--- src/rtl/hsp_collector.sv ---
// HSP result collector: edge-triggered capture, filter (malformed / threshold / duplicate)
// and a show-ahead FIFO behind a valid/ready port.
module hsp_collector #(
  parameter int DEPTH = 16,
  parameter int AW    = 4
) (
  input  logic        clk,
  input  logic        rst,
  input  logic        clear,
  input  logic [10:0] minScore,
  input  logic        extStop,
  input  logic [31:0] extStart,
  input  logic [31:0] extEnd,
  input  logic [10:0] extScore,
  output logic        full,
  output logic        outValid,
  input  logic        outReady,
  output logic [31:0] outStart,
  output logic [31:0] outEnd,
  output logic [10:0] outScore,
  output logic [15:0] acceptCount,
  output logic [15:0] dropCount,
  output logic        overflow
);

  localparam logic [AW:0]   FULL_CNT = (AW+1)'(DEPTH);
  localparam logic [AW:0]   CNT_ONE  = (AW+1)'(1);
  localparam logic [AW-1:0] PTR_ONE  = AW'(1);

  logic        stopQ, capV;
  logic [31:0] capStart, capEnd;
  logic [10:0] capScore, capMin;

  logic        lastV;
  logic [31:0] lastStart, lastEnd;

  logic [74:0]   mem [DEPTH];
  logic [AW-1:0] wrPtr, rdPtr;
  logic [AW:0]   count;
  logic [74:0]   head;

  logic malformed, lowScore, dup, accept, drop, pop, push;

  always_ff @(posedge clk or negedge rst) begin
    if (!rst) begin
      stopQ    <= 1'b0;
      capV     <= 1'b0;
      capStart <= '0;
      capEnd   <= '0;
      capScore <= '0;
      capMin   <= '0;
    end else if (clear) begin
      stopQ <= 1'b0;
      capV  <= 1'b0;
    end else begin
      stopQ <= extStop;
      capV  <= extStop & ~stopQ;
      if (extStop & ~stopQ) begin
        capStart <= extStart;
        capEnd   <= extEnd;
        capScore <= extScore;
        capMin   <= minScore;
      end
    end
  end

  // First matching drop reason wins; only the accept/drop outcome matters downstream.
  always_comb begin
    malformed = capEnd < capStart;
    lowScore  = capScore < capMin;
    dup       = lastV && (capStart == lastStart) && (capEnd == lastEnd);
    accept    = capV && !malformed && !lowScore && !dup;
    drop      = capV && !accept;
    pop       = outValid && outReady;
    push      = accept && (!full || pop);
  end

  always_ff @(posedge clk or negedge rst) begin
    if (!rst) begin
      wrPtr       <= '0;
      rdPtr       <= '0;
      count       <= '0;
      lastV       <= 1'b0;
      lastStart   <= '0;
      lastEnd     <= '0;
      acceptCount <= '0;
      dropCount   <= '0;
      overflow    <= 1'b0;
    end else if (clear) begin
      wrPtr       <= '0;
      rdPtr       <= '0;
      count       <= '0;
      lastV       <= 1'b0;
      acceptCount <= '0;
      dropCount   <= '0;
      overflow    <= 1'b0;
    end else begin
      if (push) wrPtr <= wrPtr + PTR_ONE;
      if (pop)  rdPtr <= rdPtr + PTR_ONE;
      case ({push, pop})
        2'b10:   count <= count + CNT_ONE;
        2'b01:   count <= count - CNT_ONE;
        default: count <= count;
      endcase
      if (accept) begin
        lastV     <= 1'b1;
        lastStart <= capStart;
        lastEnd   <= capEnd;
        if (acceptCount != '1) acceptCount <= acceptCount + 16'd1;
        if (!push) overflow <= 1'b1;
      end
      if (drop && dropCount != '1) dropCount <= dropCount + 16'd1;
    end
  end

  always_ff @(posedge clk) begin
    if (push && !clear) mem[wrPtr] <= {capStart, capEnd, capScore};
  end

  // Data is gated so the unreset memory never shows through while empty.
  always_comb begin
    head     = mem[rdPtr];
    full     = count == FULL_CNT;
    outValid = count != '0;
    outStart = outValid ? head[74:43] : '0;
    outEnd   = outValid ? head[42:11] : '0;
    outScore = outValid ? head[10:0]  : '0;
  end

endmodule

--- config.mk ---
export PLATFORM = sky130hd
export DESIGN_NAME = hsp_collector
export DESIGN_NICKNAME = d
export VERILOG_FILES = /design/src/rtl/hsp_collector.sv
export SDC_FILE = /design/constraint.sdc
export NUM_CORES = 1
export LEC_CHECK = 0
export ABC_AREA = 1
export BUFFER_PORTS_ARGS = -buffer_cell sky130_fd_sc_hd__buf_2
export CORE_MARGIN = 1.5
export CORE_UTILIZATION = 45
export CTS_BUF_LIST = sky130_fd_sc_hd__clkbuf_2 sky130_fd_sc_hd__clkbuf_4 sky130_fd_sc_hd__clkbuf_8
export DETAILED_ROUTE_END_ITERATION = 6
export GPL_ROUTABILITY_DRIVEN = 1
export HOLD_SLACK_MARGIN = 0.08
export PLACE_DENSITY = 0.66
export SETUP_SLACK_MARGIN = 0.3
export SYNTH_ARGS = -nofsm -noshare
export SYNTH_HDL_FRONTEND = slang
export SYNTH_SLANG_ARGS = --single-unit
export TNS_END_PERCENT = 10
--- constraint.sdc ---
create_clock -name clk -period 7.8 [get_ports clk]
set_clock_uncertainty 0.05 [all_clocks]
set_input_delay 0.39 -clock clk [delete_from_list [all_inputs] [get_ports clk]]
set_output_delay 0.39 -clock clk [all_outputs]
set_load 0.005 [all_outputs]
Yosys cells after proc, flatten, opt, wreduce, memory -nomap -nowiden:

Memory sizes are Yosys's and may differ from the RTL's.
Index checks and enable logic that the tools add are counted.

* register bits: 199
* bits in writable memories: 1200
* bits of input ports: 91
* output and inout port bits: 110
* word-level logic and storage cells: 86
* memories: 1

Memory list
* mem: depth 16, bits a word 75, read ports 1, clocked after Yosys merged registers in 0, write ports 1, RTL line 37 `logic [74:0] mem [DEPTH];`

* add/subtract/negate cells: 6
* magnitude comparators: 2
* eq/ne operators: 8
* multiplexer cells: 23
* bitwise gates (word level): 3
* reduce and logical (&&, ||, !) cells: 28

Operators by type and width (count)
* $mux W16: 5
* $eq A32 B32 Y1: 2
* $mux W32: 2
* $add A16 B1 Y16 const B: 2
* $lt A32 B32 Y1: 1
* $ne A16 B16 Y1 const B: 2
* $mux W4: 4
* $lt A11 B11 Y1: 1
* $mux W11: 1
* $logic_and A1 B1 Y1: 10
* $pmux W5 S2: 1
* $reduce_bool A2 Y1: 5
* $mux W1: 9
* $add A4 B1 Y4 const B: 2
* $reduce_and A2 Y1: 4
* $logic_not A1 Y1: 6
* $add A5 B1 Y5 const B: 1
* $eq A5 B5 Y1 const B: 1
* $mux W5: 1
* $reduce_bool A5 Y1: 1
* $sub A5 B1 Y5 const B: 1
* $reduce_bool A3 Y1: 1
* $eq A2 B1 Y1 const B: 1
* $eq A2 B2 Y1 const B: 1
* other kinds (4): 5

Longest topological paths before layout:

Gate-level depths: netlist (run 1).

* depth after elaboration: 10
* gate-level depth with buffers: 24
* mapped depth without buffers: 24

Worst setup path before layout (run 1):

OpenSTA, ideal clock, no wires.

* path kind: register -> register
* start: register capStart[15]
* end: memory mem[13][0] (enable)
* library setup time: 0.600 ns
* arrival: 7.094 ns
* required time: 7.150 ns
* setup slack: 0.056 ns
* cell stages (with the launch flop): 16
* buffers on the path: 1
* clock period less this slack: 7.744 ns
* cell sequence: dfrtp_1 > inv_1 > ha_1 > nand2_1 > inv_1 > nand3_1 > a31oi_1 > nor2_1 > nand2_1 > nand2_1 > nand2_1 > nand3_4 > nor2_4 > nand2_1 > buf_2 > nor3_1

* longest elaborated chain between the ends: 9
* elaborated cells between the ends (all ways): 13
* classes of those cells: order compare: 1; eq/ne: 1; mux: 2; reduce/logical: 9

Ends and longest elaborated chain
* start, declared: RTL line 31 `logic [31:0] capStart, capEnd;`
* start signal, assigned: RTL line 59 `capStart <= extStart;`
* $lt A32 B32 Y1 or $eq A32 B32 Y1 (tied branches): RTL line 69, 71
* $logic_not A1 Y1 or $logic_and A1 B1 Y1 (tied branches): RTL line 72, 71
* $logic_and A1 B1 Y1, on equally long branches: RTL line 72, 71
* $logic_and A1 B1 Y1 or $logic_not A1 Y1 (tied branches): RTL line 72 `accept = capV && !malformed && !lowScore && !dup;`
* $logic_and A1 B1 Y1 *: RTL line 72
* $logic_and A1 B1 Y1 *: RTL line 75 `push = accept && (!full || pop);`
* $logic_and A1 B1 Y1 *: RTL line 117 `if (push && !clear) mem[wrPtr] <= {capStart, capEnd, capScore};`
* $mux W1 *: RTL line 117
* $mux W1 (implied by the code) *: RTL line 117
* end, declared: RTL line 37

Every way passes the cells marked *; elsewhere a longest branch is shown, timed or not.

Worst setup path after layout (run 1):

* start: register capStart[31]
* end: memory mem[2][11] (enable)

The elaborated chain is that of the path after synthesis.

==> results by group, run 1 <==
Cells and area
  • Layout cell share with drive strength beyond 1: 13.9%
  • Area occupied by multi-input gates: 13900 um^2
  • P&R area growth vs syn: 14.0%
  • Filler Cells Inserted: 10.6k
  • Post-route cell area: 64700 um^2
  • FF+latch area: 41000 um^2
  • Nets: 4971
  • Non-Filler Instances: 6649

Route
  • DR pass1 iterations: 5
  • Final ANT Viol Nets: 0
  • Highest metal used: met4
  • Met2 wire length: 74600 um
  • DRT met1 WL: 67600 um
  • Vias: 38.9k
  • Vias/cell: 5.85
  • Drt total wl: 163000 um
  • Initial DRC Count: 4452
  • Met3 wire length: 16100 um
  • # DRC: 0
  • WL/cell: 24.5 um

Timing
  • Slew headroom: 19.0%
  • Unrepaired setup endpoints after global routing: false
  • Worst-Margin Slew: 1.22 ns
  • Post-Route Setup TNS: 0 ns
  • Final setup violation count: 0
  • Hold Vio Cnt, Final: 0
  • Fin crit period: 5.21 ns
  • FMAX: 192 MHz
  • Slew Limit Fails: 0
  • Crit share post-route: 66.8%

Synthesis
  • Simple-gate share of the synthesized area: 9.19%
  • Cell variety after synth: 41
  • Mux cell area share after synthesis: 0%
  • Yosys top cell area share: 63.5%
  • Synth Warn #: 0
  • Area of the mapped netlist: 56700 um^2
  • Adder-Cell Fraction of Synth Area: 1.16%
  • Synth Flop Type: edfxtp_1
  • Asr flop ratio synth: 14.2%
  • Yosys top cell by area: edfxtp_1
  • Synth Area in Compound Gates: 13.4%
  • Post-synthesis sequential area ratio: 72.3%
  • Main combinational cell family by area after synthesis: compound AO/OA/AOI/OAI gates
  • Synth Instances: 4546
  • Count of flip-flops with a built-in enable after synthesis: 1200
  • Post-Synth XOR/XNOR Area: 0.587%
  • Synth area leaders: edfxtp_1 (64%), dfrtp_1 (8.8%), o21ai_0 (6.3%)
  • #FFs+latches synth: 1399
  • Avg Synthesized Cell Area: 12.5 um^2
  • Synth Net Count: 4689

Place
  • GP Congestion: 0.915
  • Port bufs: 200
  • Area of placed instances: 59400 um^2
  • Placed Cells: 6167
  • DP Wirelength: 85900 um

Worst setup path
  • Worst-path maximum fanout: 29
  • R2R cell count: 13
  • Worst r2r src: capStart[31]
  • Crit path DAT: 5.64 ns
  • FF-to-FF setup slack: 2.59 ns
  • Crit path kind: flop to flop
  • R2R Path End: mem[2][11]
  • CP startpoint kind: flop
  • Required @ worst endpoint: 8.24 ns
  • Setup crit end kind: flop

Global route
  • Total GRT Usage: 25.2%
  • Largest net degree at the start of global routing: 227
  • GRT overflow: 0
  • Vias in the first global route: 37.7k
  • Antenna violations before repair: 3
  • Global-route wire length before repair: 241000 um

Clock tree
  • CTS tree: done
  • Worst-Skew Late Latency: 0.90 ns
  • CTS root buf: clkbuf_8
  • Clk slew on worst S/H paths: 0.06 ns
  • Htree depth: 4
  • Clk buf depth: 3
  • CTS Sinks: 1399
  • CTS buffer count: 216

Die
  • Row count: 130
  • Die Y: 358 um
  • Core ar.: 125000 um^2
  • Die X: 358 um
  • Initial Util: 45.3%
  • Die Area: 128000 um^2
  • # IOs: 201

Hold path
  • HP Start: minScore[8]
  • Worst Hold Class: primary input to flop
  • WHS Endpoint: capMin[8]
  • WHS Path Cells: 4

Power and ir drop
  • Power Dens Cells: 292 nW/um^2
  • Worst IR Drop VDD: 0.185 mV
  • Pleak: 22.5 nW

Flow run
  • Max cap viols: 0

Status
  • Status: finished, final reports clean
-- cells by family after synthesis --
group,after synthesis
adder cells (fa/ha/maj),52
flip-flops,1399
buffers and inverters,465
XOR/XNOR,38
AND/OR/NAND/NOR,1318
AO/OA/AOI/OAI,1274
-- timing repair --
action / in CTS / in global routing
hold endpoints to repair: 198 / 0
setup endpoints to repair: 0 / 0
resized for setup: 0 / 0
hold buffers: 93 / 0
buffers inserted: 0 / 0
-- report_power, final --
group	switching [mW]	leakage (nW)	internal, mW
clock	2.80	2.30	3.33
combinational	2.56	6.84	1.12
sequential	0.471	13.4	8.60
-- state kept, by name, indices dropped and copies added (netlist names), 16 cells and up --
name         flops
acceptCount     16
lastStart       32
mem           1200
capEnd          32
lastEnd         32
dropCount       16
capStart        32
-- Yosys cell counts, types with 18 or more instances --
cell type,instances
o211ai_1,95
a21oi_1,97
inv_1,146
o221ai_1,205
nand2_1,456
xor2_1,27
nor3_1,23
o21ai_1,42
buf_2,62
inv_2,18
edfxtp_1,1200
ha_1,51
o22ai_1,96
nand3_1,101
clkbuf_1,219
o21ai_0,716
nor2_1,706
dfrtp_1,199
-- layout by cell type, fill, tap and decap left out, types with 95 or more instances in the layout --
| cell | instances |
|---|---|
| o221ai_1 | 205 |
| o22ai_1 | 96 |
| dfrtp_1 | 195 |
| buf_2 | 199 |
| o21ai_0 | 716 |
| clkbuf_8 | 237 |
| nor2_1 | 694 |
| a21oi_1 | 97 |
| inv_1 | 145 |
| edfxtp_1 | 1200 |
| nand3_1 | 101 |
| o211ai_1 | 95 |
| nand2_1 | 456 |
-- cell type report --
class	count	area share (%)
well taps	1650	3.19
clock buffers	327	6.09
diodes	1	0.00387
repair buffers	364	4.15
flip-flops and latches	1399	63.5
clock inverters	61	0.610
multi-input cells	2682	21.5
inverters	165	0.989
-- worst max-delay path, cell delays in order (launching register included) --
cell and delay (ns):
dfrtp_1 0.73, inv_1 0.19, ha_1 0.40, nand2_1 0.09, nor2_1 0.16, nand2_1 0.09, nor2_1 0.14, nand2_1 0.07
nand2_1 0.25, nand3_4 0.22, nor2_4 0.21, nand2_1 0.57, nor2_4 0.99, buf_4 0.62
-- how the worst max path moves through the flow --
stage                 startpoint  cells past startpoint    endpoint
finish              capStart[31]                     13  mem[2][11]
global route        capStart[31]                     13  mem[2][11]
CTS                 capStart[31]                     13  mem[2][11]
detailed placement  capStart[31]                     13  mem[2][66]
global placement    capStart[31]                     13  mem[2][64]
floorplan           capStart[15]                     15  mem[13][0]
-- per-layer routing --
metal  GRT usage [%]  up-vias
met3            4.81      296
met4            8.61        0
met2            38.8     2020
met5               0        -
li1                -    17300
met1            36.1    19300
-- metrics by stage --
stage | hold slack (ns) | worst slack [ns] | util, % | total power, mW
3_3_place_gp | 0.411 | 2.72 | 47.4 | 12.8
4_1_cts | 0.114 | 2.62 | 51.6 | 18.9
6_report | 0.207 | 2.59 | 51.6 | 18.9
2_1_floorplan | 0.0444 | 0.0558 | - | 11.3
3_5_place_dp | 0.414 | 2.65 | 47.4 | 12.8
5_1_grt | 0.200 | 2.25 | 51.6 | 19.7
Note: power is estimated with default switching activity, not from simulation.
==> run 2: changes to the inputs <==
--- a/config.mk
+++ b/config.mk
@@ -13,7 +13,7 @@
 export DETAILED_ROUTE_END_ITERATION = 6
 export GPL_ROUTABILITY_DRIVEN = 1
 export HOLD_SLACK_MARGIN = 0.08
-export PLACE_DENSITY = 0.66
+export PLACE_DENSITY = 0.64
 export SETUP_SLACK_MARGIN = 0.3
 export SYNTH_ARGS = -nofsm -noshare
 export SYNTH_HDL_FRONTEND = slang
==> constraint.sdc (replaced) <==
create_clock -name clk -period 4.8 [get_ports clk]
set_clock_uncertainty 0.05 [all_clocks]
set_input_delay 0.24 -clock clk [delete_from_list [all_inputs] [get_ports clk]]
set_output_delay 0.24 -clock clk [all_outputs]
set_load 0.005 [all_outputs]
==> run 2 against run 1 <==
Net effect: power grew 63%; hold slack worse by 0.059 ns; die area unchanged; critical path type is now flop to primary output.
==> results by group, run 2 (synthesis results as in run 1) <==
Clock tree
  • Post-CTS Setup Bufs: 0 (unchanged)
  • Htree depth: 4 (unchanged)
  • CTS root buf: clkbuf_8
  • Clk buf depth: 3 (unchanged)
  • CTS buffer count: 217 (+0.46%)
  • CTS tree: done
  • Worst-Skew Late Latency: 0.92 ns (+0.02 ns)
  • Post-CTS sizing: 0 (unchanged)
  • Clk slew on worst S/H paths: 0.06 ns (about the same)
  • CTS Sinks: 1399 (unchanged)

Place
  • GP Congestion: 0.905 (-1.1%)
  • DP Wirelength: 86400 um (+0.57%)
  • Area of placed instances: 59900 um^2 (+0.93%)
  • Placed Cells: 6194 (+0.44%)
  • Port bufs: 200 (unchanged)

Route
  • # DRC: 0 (unchanged)
  • WL/cell: 24.0 um (-2.0%)
  • Vias: 39.1k (+0.58%)
  • Final ANT Viol Nets: 0 (unchanged)
  • DR pass1 iterations: 6 (+1)
  • Initial DRC Count: 4065 (-8.7%)
  • Drt total wl: 162000 um (-0.44%)
  • Vias/cell: 5.79 (-0.98%)

Timing
  • Slew headroom: 32.9% (+14 points)
  • Worst-Margin Slew: 1.01 ns (-0.209 ns)
  • FMAX: 237 MHz
  • Slew Limit Fails: 0 (unchanged)
  • Final setup violation count: 0 (unchanged)
  • Crit share post-route: 87.8%
  • Hold Vio Cnt, Final: 0 (unchanged)
  • Fin crit period: 4.22 ns
  • Hold Slack: 0.148 ns (-0.0589 ns)
  • Unrepaired setup endpoints after global routing: false

Cells and area
  • Non-Filler Instances: 6754 (+1.6%)
  • Largest register by flop count: mem
  • Nets: 5065 (+1.9%)
  • FF+latch area: 41000 um^2 (unchanged)
  • Commonest non-fill, non-tap cell in the layout: edfxtp_1
  • Filler Cells Inserted: 10.6k (-0.12%)
  • Commonest cells after routing, fill and taps aside: edfxtp_1 (1200), o21ai_0 (716), nor2_1 (694)
  • P&R area growth vs syn: 16.2%
  • Layout cell share with drive strength beyond 1: 14.0% (+0.15 points)
  • Post-route cell area: 65900 um^2 (+1.9%)
  • Area occupied by multi-input gates: 13900 um^2 (+0.18%)
  • Number of flip-flops under the largest register name: 1200 (unchanged)

Worst setup path
  • Crit path kind: flop to primary output
  • FF-to-FF setup slack: 0.76 ns (-1.83 ns)
  • Crit path cell chain: buf_12 > o21ai_0 > o221ai_1 > o211ai_1 > a21oi_1 > buf_2
  • Crit path largest cell delay: 0.82 ns (-0.17 ns)
  • Setup crit end kind: primary output
  • Worst r2r src: capStart[11]
  • CP startpoint kind: flop
  • R2R Path End: mem[2][51]
  • R2R cell count: 16 (+3)
  • Slowest-stage cell, CP: dfrtp_4
  • Required @ worst endpoint: 4.51 ns (-3.73 ns)
  • Worst-path maximum fanout: 198 (+580%)
  • Crit path DAT: 3.93 ns (-1.71 ns)

Power and ir drop
  • Worst IR Drop VDD: 0.431 mV (+130%)
  • Power Dens Cells: 467 nW/um^2 (+60%)
  • Seq pwr share: 47.6% (-0.5 points)
  • Pleak: 23.0 nW (+2.1%)
  • Clock power share: 32.4% (about the same)
  • Pint: 21.2 mW (+63%)
  • Combinational power share: 20.0% (+0.5 points)
  • Net Sw Power: 9.52 mW (+63%)
  • Switching part of the total power: 30.9% (+0.092 points)

Die
  • Die Y: 358 um (unchanged)
  • # IOs: 201 (unchanged)
  • Core ar.: 125000 um^2 (unchanged)
  • Row count: 130 (unchanged)
  • Die Area: 128000 um^2 (unchanged)
  • Initial Util: 45.3% (unchanged)
  • Die X: 358 um (unchanged)

Global route
  • Vias in the first global route: 38.0k (+0.82%)
  • Largest net degree at the start of global routing: 199 (-12%)
  • Total GRT Usage: 25.0% (-0.20 points)
  • Antenna violations before repair: 6 (+3)
  • GRT overflow: 0 (unchanged)
  • Global-route wire length before repair: 239000 um (-0.70%)

Status
  • Status: finished, final reports clean

Hold path
  • WHS Path Cells: 4 (unchanged)
  • HP Start: extEnd[1]
  • Worst Hold Class: primary input to flop
  • WHS Endpoint: capEnd[1]

Flow run
  • Max cap viols: 0 (unchanged)
## run 2: changes by cell type in the layout (fill, tap and decap cells not counted), sizes merged
cell         change
clkbuf          -29
clkinv          +30
clkinvlp         +2
diode            +2
dlygate4sd3     +66
bufinv           +3
inv              +4
buf             +27
## run 2: worst max-delay path by stage
stage	endpoint	from	cells past startpoint
floorplan	mem[0][0]	capStart[15]	15
CTS	outStart[8]	rdPtr[0]	7
finish	outEnd[1]	rdPtr[0]	6
detailed placement	mem[3][62]	capStart[15]	16
global route	outEnd[22]	rdPtr[0]	7
global placement	mem[3][58]	capStart[15]	16
## run 2: routing by layer
layer | vias up | global-route usage, % | routed length (um) | share of wire (%)
met3 | 264 | 5.23 | 14600 | 9.0
met5 | - | 0 | 13 | 0.0080
met1 | 19500 | 35.3 | 68400 | 42
met2 | 1898 | 39.1 | 75200 | 46
met4 | 2 | 7.60 | 3990 | 2.5
li1 | 17500 | - | - | -
## run 2: final cells by class
class | count | share of cell area, %
well taps | 1650 | 3.13
flip-flops and latches | 1399 | 62.3
repair buffers | 457 | 5.87
clock buffers | 298 | 5.56
clock inverters | 100 | 1.04
diodes | 3 | 0.0114
multi-input cells | 2682 | 21.1
inverters | 165 | 0.970
## run 2: worst max-delay path: cells and delay by family (launching register included)
family / cells / cell delay, ns
flops: 1 / 0.82
compound gates: 4 / 1.23
buf+inv: 2 / 0.84
## run 2: repair_timing
action,4_1_cts,5_1_grt
endpoints found under the hold margin,322,0
hold buffers,159,0
endpoints found under the setup margin,0,0
## run 2: power by group through the flow
stage | clock [mW] | combinational, mW | sequential, mW
finish | 9.97 | 6.14 | 14.6
global route | 10.6 | 6.78 | 14.7
CTS | 10.1 | 6.15 | 14.6
detailed placement | 0 | 6.02 | 14.9
global placement | 0 | 5.93 | 14.8
floorplan | 0 | 3.69 | 14.7
## run 2: through the flow
| step | setup WS, ns | setup TNS, ns | power [mW] | utilization, % |
|---|---|---|---|---|
| 3_3_place_gp | 0.851 | 0 | 20.8 | 47.8 |
| 3_5_place_dp | 0.820 | 0 | 20.9 | 47.8 |
| 2_1_floorplan | -0.941 | -1019.18 | 18.3 | - |
| 5_1_grt | 0.388 | 0 | 32.1 | 52.6 |
| 6_report | 0.584 | 0 | 30.7 | 52.6 |
| 4_1_cts | 0.501 | 0 | 30.9 | 52.6 |
